--- config.mk ---
export PLATFORM = sky130hd
export DESIGN_NAME = mc_control_flat
export DESIGN_NICKNAME = d
export VERILOG_FILES = /design/src/rtl/mc_control_if.sv /design/src/rtl/mc_control.sv /design/src/flat_wrapper.sv
export SDC_FILE = /design/constraint.sdc
export NUM_CORES = 1
export LEC_CHECK = 0
export ABC_AREA = 1
export ABC_CLOCK_PERIOD_IN_PS = 1300
export CAP_MARGIN = 10
export CORE_MARGIN = 2
export CORE_UTILIZATION = 41
export CTS_BUF_LIST = sky130_fd_sc_hd__clkbuf_4
export CTS_CLUSTER_SIZE = 28
export DETAILED_ROUTE_END_ITERATION = 8
export PLACE_DENSITY = 0.81
export SKIP_CTS_REPAIR_TIMING = 1
export SYNTH_ARGS = -nofsm -noshare
export SYNTH_HDL_FRONTEND = slang
export SYNTH_SLANG_ARGS = --single-unit
--- constraint.sdc ---
create_clock -name clk -period 1.3 [get_ports clk]
set_input_delay 0.26 -clock clk [delete_from_list [all_inputs] [get_ports clk]]
set_output_delay 0.26 -clock clk [all_outputs]
set_load 0.01 [all_outputs]
--- src/rtl/mc_control_if.sv ---
// Control bundle between the multicycle sequencer and the MIPS datapath/memory port.
// The master side (mc_control) drives the enables and mux selects, and the slave side returns opcode, zero and mem_ready.
interface mc_control_if;
    localparam int unsigned OP_W    = 6;
    localparam int unsigned STATE_W = 4;

    logic [OP_W-1:0]    opcode;
    logic               zero;
    logic               mem_ready;
    logic               mem_req;
    logic               iord;
    logic               memwrite;
    logic               irwrite;
    logic               pcen;
    logic [1:0]         pcsrc;
    logic               alusrca;
    logic [1:0]         alusrcb;
    logic [2:0]         aluop;
    logic               regdst;
    logic               memtoreg;
    logic               regwrite;
    logic               illegal_op;
    logic [STATE_W-1:0] state;

    modport master (
        input  opcode, zero, mem_ready,
        output mem_req, iord, memwrite, irwrite, pcen, pcsrc, alusrca, alusrcb,
               aluop, regdst, memtoreg, regwrite, illegal_op, state
    );

    modport slave (
        output opcode, zero, mem_ready,
        input  mem_req, iord, memwrite, irwrite, pcen, pcsrc, alusrca, alusrcb,
               aluop, regdst, memtoreg, regwrite, illegal_op, state
    );
endinterface

--- src/rtl/mc_control.sv ---
// Multicycle MIPS sequencer: a Moore FSM that steps each instruction through fetch, decode, execute, memory and writeback.
// All outputs are decoded from the state register and are held at zero while rst is high.
module mc_control (
    input  logic         clk,
    input  logic         rst,
    mc_control_if.master bus
);
    localparam int unsigned OP_W = 6;

    localparam logic [OP_W-1:0] OP_LW    = 6'b100011;
    localparam logic [OP_W-1:0] OP_SW    = 6'b101011;
    localparam logic [OP_W-1:0] OP_RTYPE = 6'b000000;
    localparam logic [OP_W-1:0] OP_ADDI  = 6'b001000;
    localparam logic [OP_W-1:0] OP_BEQ   = 6'b000100;
    localparam logic [OP_W-1:0] OP_BNE   = 6'b000101;
    localparam logic [OP_W-1:0] OP_J     = 6'b000010;

    typedef enum logic [3:0] {
        FETCH  = 4'd0,
        DECODE = 4'd1,
        MEMADR = 4'd2,
        MEMRD  = 4'd3,
        MEMWB  = 4'd4,
        MEMWR  = 4'd5,
        REX    = 4'd6,
        RWB    = 4'd7,
        IEX    = 4'd8,
        IWB    = 4'd9,
        BR     = 4'd10,
        JMP    = 4'd11
    } state_t;

    state_t state_q;
    state_t state_d;

    always_ff @(posedge clk) begin
        if (rst) state_q <= FETCH;
        else     state_q <= state_d;
    end

    // Next state and outputs; everything stays zero while rst is asserted.
    always_comb begin
        state_d        = state_q;
        bus.mem_req    = 1'b0;
        bus.iord       = 1'b0;
        bus.memwrite   = 1'b0;
        bus.irwrite    = 1'b0;
        bus.pcen       = 1'b0;
        bus.pcsrc      = 2'b00;
        bus.alusrca    = 1'b0;
        bus.alusrcb    = 2'b00;
        bus.aluop      = 3'b000;
        bus.regdst     = 1'b0;
        bus.memtoreg   = 1'b0;
        bus.regwrite   = 1'b0;
        bus.illegal_op = 1'b0;
        bus.state      = 4'd0;

        if (!rst) begin
            bus.state = state_q;
            case (state_q)
                FETCH: begin
                    bus.mem_req = 1'b1;
                    bus.alusrcb = 2'b01;
                    bus.irwrite = bus.mem_ready;
                    bus.pcen    = bus.mem_ready;
                    if (bus.mem_ready) state_d = DECODE;
                end
                DECODE: begin
                    bus.alusrcb = 2'b11;
                    case (bus.opcode)
                        OP_LW, OP_SW:   state_d = MEMADR;
                        OP_RTYPE:       state_d = REX;
                        OP_ADDI:        state_d = IEX;
                        OP_BEQ, OP_BNE: state_d = BR;
                        OP_J:           state_d = JMP;
                        default: begin
                            state_d        = FETCH;
                            bus.illegal_op = 1'b1;
                        end
                    endcase
                end
                MEMADR: begin
                    bus.alusrca = 1'b1;
                    bus.alusrcb = 2'b10;
                    state_d     = (bus.opcode == OP_SW) ? MEMWR : MEMRD;
                end
                MEMRD: begin
                    bus.mem_req = 1'b1;
                    bus.iord    = 1'b1;
                    if (bus.mem_ready) state_d = MEMWB;
                end
                MEMWB: begin
                    bus.regwrite = 1'b1;
                    bus.memtoreg = 1'b1;
                    state_d      = FETCH;
                end
                MEMWR: begin
                    bus.mem_req  = 1'b1;
                    bus.iord     = 1'b1;
                    bus.memwrite = 1'b1;
                    if (bus.mem_ready) state_d = FETCH;
                end
                REX: begin
                    bus.alusrca = 1'b1;
                    bus.aluop   = 3'b101;
                    state_d     = RWB;
                end
                RWB: begin
                    bus.regwrite = 1'b1;
                    bus.regdst   = 1'b1;
                    state_d      = FETCH;
                end
                IEX: begin
                    bus.alusrca = 1'b1;
                    bus.alusrcb = 2'b10;
                    state_d     = IWB;
                end
                IWB: begin
                    bus.regwrite = 1'b1;
                    state_d      = FETCH;
                end
                BR: begin
                    bus.alusrca = 1'b1;
                    bus.aluop   = 3'b001;
                    bus.pcsrc   = 2'b01;
                    bus.pcen    = (bus.opcode == OP_BNE) ? ~bus.zero : bus.zero;
                    state_d     = FETCH;
                end
                JMP: begin
                    bus.pcsrc = 2'b10;
                    bus.pcen  = 1'b1;
                    state_d   = FETCH;
                end
                default: state_d = FETCH;
            endcase
        end
    end
endmodule

--- src/flat_wrapper.sv ---
// flat-port wrapper written by rule: the top's interface ports become plain ports
module mc_control_flat 
  (clk, rst, bus_opcode, bus_zero, bus_mem_ready, bus_mem_req, bus_iord, bus_memwrite, bus_irwrite, bus_pcen, bus_pcsrc, bus_alusrca, bus_alusrcb, bus_aluop, bus_regdst, bus_memtoreg, bus_regwrite, bus_illegal_op, bus_state);
  mc_control_if bus_i ();
  input  logic clk;
  input  logic rst;
  input wire logic [$bits(bus_i.opcode)-1:0] bus_opcode;
  input wire logic [$bits(bus_i.zero)-1:0] bus_zero;
  input wire logic [$bits(bus_i.mem_ready)-1:0] bus_mem_ready;
  output wire logic [$bits(bus_i.mem_req)-1:0] bus_mem_req;
  output wire logic [$bits(bus_i.iord)-1:0] bus_iord;
  output wire logic [$bits(bus_i.memwrite)-1:0] bus_memwrite;
  output wire logic [$bits(bus_i.irwrite)-1:0] bus_irwrite;
  output wire logic [$bits(bus_i.pcen)-1:0] bus_pcen;
  output wire logic [$bits(bus_i.pcsrc)-1:0] bus_pcsrc;
  output wire logic [$bits(bus_i.alusrca)-1:0] bus_alusrca;
  output wire logic [$bits(bus_i.alusrcb)-1:0] bus_alusrcb;
  output wire logic [$bits(bus_i.aluop)-1:0] bus_aluop;
  output wire logic [$bits(bus_i.regdst)-1:0] bus_regdst;
  output wire logic [$bits(bus_i.memtoreg)-1:0] bus_memtoreg;
  output wire logic [$bits(bus_i.regwrite)-1:0] bus_regwrite;
  output wire logic [$bits(bus_i.illegal_op)-1:0] bus_illegal_op;
  output wire logic [$bits(bus_i.state)-1:0] bus_state;
  assign bus_i.opcode = bus_opcode;
  assign bus_i.zero = bus_zero;
  assign bus_i.mem_ready = bus_mem_ready;
  assign bus_mem_req = bus_i.mem_req;
  assign bus_iord = bus_i.iord;
  assign bus_memwrite = bus_i.memwrite;
  assign bus_irwrite = bus_i.irwrite;
  assign bus_pcen = bus_i.pcen;
  assign bus_pcsrc = bus_i.pcsrc;
  assign bus_alusrca = bus_i.alusrca;
  assign bus_alusrcb = bus_i.alusrcb;
  assign bus_aluop = bus_i.aluop;
  assign bus_regdst = bus_i.regdst;
  assign bus_memtoreg = bus_i.memtoreg;
  assign bus_regwrite = bus_i.regwrite;
  assign bus_illegal_op = bus_i.illegal_op;
  assign bus_state = bus_i.state;
  mc_control u_core (.clk(clk), .rst(rst), .bus(bus_i));
endmodule
# [After elaboration in Yosys (flattened, before gate mapping)]
# Cells that the tools add are included.
[classes] n_eq_ne=20 n_mux=35 bitwise=1 n_reduce_logical=11
[op_table] operator="case mux 4 bit (7 select lines)" n=1
[op_table] operator="2-to-1 mux 1 bit" n=21
[op_table] operator="case mux 4 bit (5 select lines)" n=1
[op_table] operator="== test 4 x 3 -> 1 bit (second input constant)" n=4
[op_table] operator="== test 4 bit (second input constant)" n=4
[op_table] operator="2-to-1 mux 4 bit" n=4
[op_table] operator="== test 6 x 3 -> 1 bit (second input constant)" n=2
[op_table] operator="== test 6 bit (second input constant)" n=2
[op_table] operator="== test 4 x 2 -> 1 bit (second input constant)" n=2
[op_table] operator="OR reduction 2 bit" n=4
[op_table] operator="OR reduction 7 bit" n=1
[op_table] operator="== test 6 x 2 -> 1 bit (second input constant)" n=1
[op_table] operator="== test 6 x 4 -> 1 bit (second input constant)" n=1
[op_table] operator="logical NOT 6 bit" n=1
[op_table] operator="2-to-1 mux 3 bit" n=2
[op_table] operator="!= test 2 bit (second input constant)" n=3
[op_table] operator="case mux 2 bit (3 select lines)" n=1
[op_table] operator="case mux 3 bit (2 select lines)" n=1
[op_table] operator="OR reduction 3 bit" n=2
[op_table] operator="== test 4 x 1 -> 1 bit (second input constant)" n=1
[op_table] operator="logical NOT 4 bit" n=1
[op_table] operator="2-to-1 mux 2 bit" n=2
[op_table] operator="case mux 2 bit (2 select lines)" n=1
[op_table] operator="OR reduction 4 bit" n=1
[op_table] operator="other kinds (3)" n=3
[totals] ff_bits=4 inputBits=10 output_inout_bits=21 wordCells=68

# [Logic depth before layout (Yosys ltp)]
# Gate-level depths: netlist (run 1).
[depth] ltp_word=5 mapped_depth=10 mapped_depth_nobuf=10

# [Worst setup path before layout (run 1)]
# OpenSTA, ideal clock, no wires.
[synth_timing] kind="flip-flop to output port" from="register u_core.state_q[2]" to="output bus_illegal_op" arrival_time_ps=1071 required_ps=1040 setup_slack_ps=-31 path_stages_with_launch=6 path_cell_list="dfxtp_1 > nor2_4 > inv_2 > nor2_2 > nand2_1 > nor4_2"
[synth_between] elab_chain_cells=3
[synth_rtl] item="start: declaration" line="mc_control.sv:33" source="state_t state_q;"
[synth_rtl] item="start signal: assignment" line="mc_control.sv:38" source="else state_q <= state_d;"
[synth_rtl] item="== test 4 x 1 -> 1 bit" line="mc_control.sv:61" source="case (state_q)"
[synth_rtl] item="2-to-1 mux 1 bit" line="mc_control.sv:61"
[synth_rtl] item="2-to-1 mux 1 bit" line="mc_control.sv:59" source="if (!rst) begin"
[synth_rtl] item="end: declaration" line="flat_wrapper.sv:22" source="output wire logic [$bits(bus_i.illegal_op)-1:0] bus_illegal_op;"
# Every way passes these cells.

# [Worst setup path after layout (run 1)]
[layout_timing] from="register u_core.state_q[1]" to="output bus_alusrcb[1]"
[layout_between] elab_chain_cells=4
[layout_rtl] item="== test 4 x 2 -> 1 bit / == test 4 bit (equally long branches)" line="mc_control.sv:61"
[layout_rtl] item="OR reduction 2 bit (no line)"
[layout_rtl] item="case mux 2 bit (3 select lines) *" line="mc_control.sv:61"
[layout_rtl] item="2-to-1 mux 2 bit *" line="mc_control.sv:59"
[layout_rtl] item="end: declaration" line="flat_wrapper.sv:17" source="output wire logic [$bits(bus_i.alusrcb)-1:0] bus_alusrcb;"
# Every way passes the cells marked *; elsewhere a longest branch is shown, timed or not.

==> flow_summary_export.csv, run 1 <==
group,metric,value,unit
run_status,outcome,"finished with violations",
run_status,failed_checks,"negative setup slack",
place,io_buffer_count,29,
logic_synthesis,yosysSeqAreaShare,12.57,%
layout,drive_gt1_share,61.86,%
sta,max_freq,0.5795,GHz
power,p_per_area,610.7,nW/um2
route,drt-wirelength-per-cell,18.73,um
worst_setup_path,cp_max_fo,3,
worst_setup_path,regToRegSetupSlack,-0.26,ns
logic_synthesis,yosysWarnings,0,
logic_synthesis,synth_cell_types,21,
route,ant_nets,0,
layout,areaGrowthSynthToFinish,118.9,%
worst_setup_path,path_class,"flop to output port",
power,vdd_drop_max,0.6914,mV
clock_tree,h-tree-depth,1,
job,cap_violations,0,
route,vias_per_cell,5.762,
layout,fill_cells,50,
hold_path,hold_depth,3,
sta,setup_slack,-0.4256,ns
logic_synthesis,synth_nets,133,
floorplanning,die_h,43.41,um
clock_tree,clk_pin_slew_worst_paths,0.04,ns
logic_synthesis,avgSynthCellArea,5.178,um2
logic_synthesis,netlist_area,636.9,um2
worst_setup_path,startpoint_type,"flop",
clock_tree,clk_latency,0.23,ns
place,place_ws,-0.9711,ns
global_routing,track_usage,24.29,%
sta,min_period_over_period,132.7,%
clock_tree,cts.path.max_buffers,2,
layout,regMostFlops,"u_core.state_q",
layout,largest_reg_flops,4,
worst_setup_path,end_kind,"output port",
power,leakage,0.8208,nW
floorplanning,die_area,1884,um2
floorplanning,core,1489,um2
layout,fin_nets,206,
place,hpwl,1.844,mm
layout,top_regs,"u_core.state_q x4",
global_routing,global_route.overflow_total,0,
floorplanning,ios,31,
global_routing,grt_max_degree,17,
route,first_iter_violations,85,
hold_path,worstHoldStart,"rst",
hold_path,min_to,"u_core.state_q[3]",
sta,rsz0062_at_grt,"true",
layout,layout_commonest_cell,"buf_4",
clock_tree,cts_buffers,3,
route,vias,1210,
sta,min_period,1.726,ns
clock_tree,cts_tree,"built",
worst_setup_path,cp_data_arrival_time,1.47,ns
floorplanning,num_rows,14,
sta,final-setup-viol-count,22,
global_routing,grt_pass1_wl,3.450,mm
clock_tree,cts-root-buf,"clkbuf_4",
sta,clock_skew,0.001260,ns
layout,final_cell_mix,"buf_4, nor2_1, nand2_1, nor2_4",
layout,multi_input_area,605.6,um2
logic_synthesis,synthCells,123,
layout,post-route-util,93.61,%
logic_synthesis,ys_ff_latch,4,
floorplanning,initial_utilization,42.77,%
floorplanning,die_w,43.41,um
route,firstDrtPassIters,5,
route,finalWirelength,3.933,mm
clock_tree,numClockSinks,4,
worst_setup_path,reg2reg_to,"u_core.state_q[2]",
worst_setup_path,required,1.04,ns
worst_setup_path,r2r_cells,12,
hold_path,hold_class,"input port to flop",
layout,diodes,0,
global_routing,grt_pass1_vias,907,
layout,seq_area,92.59,um2
route,drc,0,
global_routing,antenna_found_initial,0,
place,globalplace.congestion,0.8795,
sta,maxSlewViolCount,0,
sta,hold_viol,0,
worst_setup_path,r2r-start,"u_core.state_q[1]",
-- critical path, stage by stage (launching register included) --
cell and delay [ns]:
dfxtp_4 0.38, inv_4 0.05, nor2_4 0.10, inv_4 0.07, nor2_4 0.13, inv_2 0.06
nand2_4 0.09, inv_2 0.05, o21ai_1 0.14, buf_2 0.16
-- per-layer routing --
metal / share of wire [%] / global-route usage (%) / wire, um
met3: 9.2 / 3.333 / 360
met5: 0 / 0 / 0
met4: 6.8 / 12.12 / 267
met2: 50 / 44.78 / 1956
met1: 34 / 26.92 / 1348
-- cell families (layout without fill, tap and decap cells) --
group / count (synthesis) / after routing / share of synthesized area, %
compound gates: 12 / 12 / 10.61
xor+xnor: 1 / 1 / 1.375
buf+inv: 29 / 100 / 17.88
flops: 4 / 4 / 12.57
other cells: 1 / 1 / 0.5888
simple gates: 76 / 76 / 56.97
-- power by group --
group,switching [mW],total (mW),internal (mW)
Combinational,0.296,0.537,0.241
Clock,0.0534,0.157,0.103
Sequential,0.0233,0.158,0.134
Total,0.372,0.851,0.479
-- cells in the mapped netlist, drive strengths merged --
cell type	n	area (um2)
nor2	37	181.4
nand2	27	113.9
inv	25	93.84
nand3	9	45.04
a21oi	6	30.03
dfxtp	4	80.08
o21ai	3	15.01
buf	2	12.51
nor3	2	10.01
o31ai	2	15.01
clkbuf	1	3.750
clkinv	1	3.750
conb	1	3.750
nor4	1	12.51
o21bai	1	7.510
xnor2	1	8.760
-- worst max path at each step --
| stage | start | endpoint | slack [ns] | cells past startpoint |
|---|---|---|---|---|
| after CTS | bus_opcode[2] | bus_pcen | -0.97 | 8 |
| final | u_core.state_q[1] | bus_alusrcb[1] | -0.43 | 9 |
| after global routing | u_core.state_q[1] | bus_alusrcb[1] | -0.51 | 9 |
| after floorplan | u_core.state_q[2] | bus_illegal_op | -0.01 | 5 |
| after detailed placement | bus_opcode[2] | bus_pcen | -0.97 | 8 |
| after global placement | bus_opcode[2] | bus_pcen | -0.89 | 8 |
-- final cells by class --
| class | instances | area share, % |
|---|---|---|
| timing repair buffer | 71 | 39.14 |
| clock buffer | 3 | 1.616 |
| inverter | 26 | 7.720 |
| multi-input combinational | 90 | 43.45 |
| sequential | 4 | 6.643 |
| tap | 16 | 1.436 |
-- metrics by stage --
stage	setup TNS (ns)	total power [mW]	cell area [um2]	hold WS (ns)	cells
CTS	-14.79	0.7318	1217	0.6062	201
floorplan	-0.01276	0.3520	653.1	0.4205	123
global route	-7.541	0.9226	1394	0.5039	210
finish	-5.917	0.8513	1394	0.5248	210
global placement	-13.02	0.5602	1195	0.5787	198
detailed placement	-13.98	0.5745	1195	0.5947	198
(Power assumes the default switching activity.)
==> run 2: changes to the inputs <==
CTS_CLUSTER_DIAMETER = 60   (was default)
==> results of run 2 <==
Final layout, timing and power as in run 1 (identical DEF).
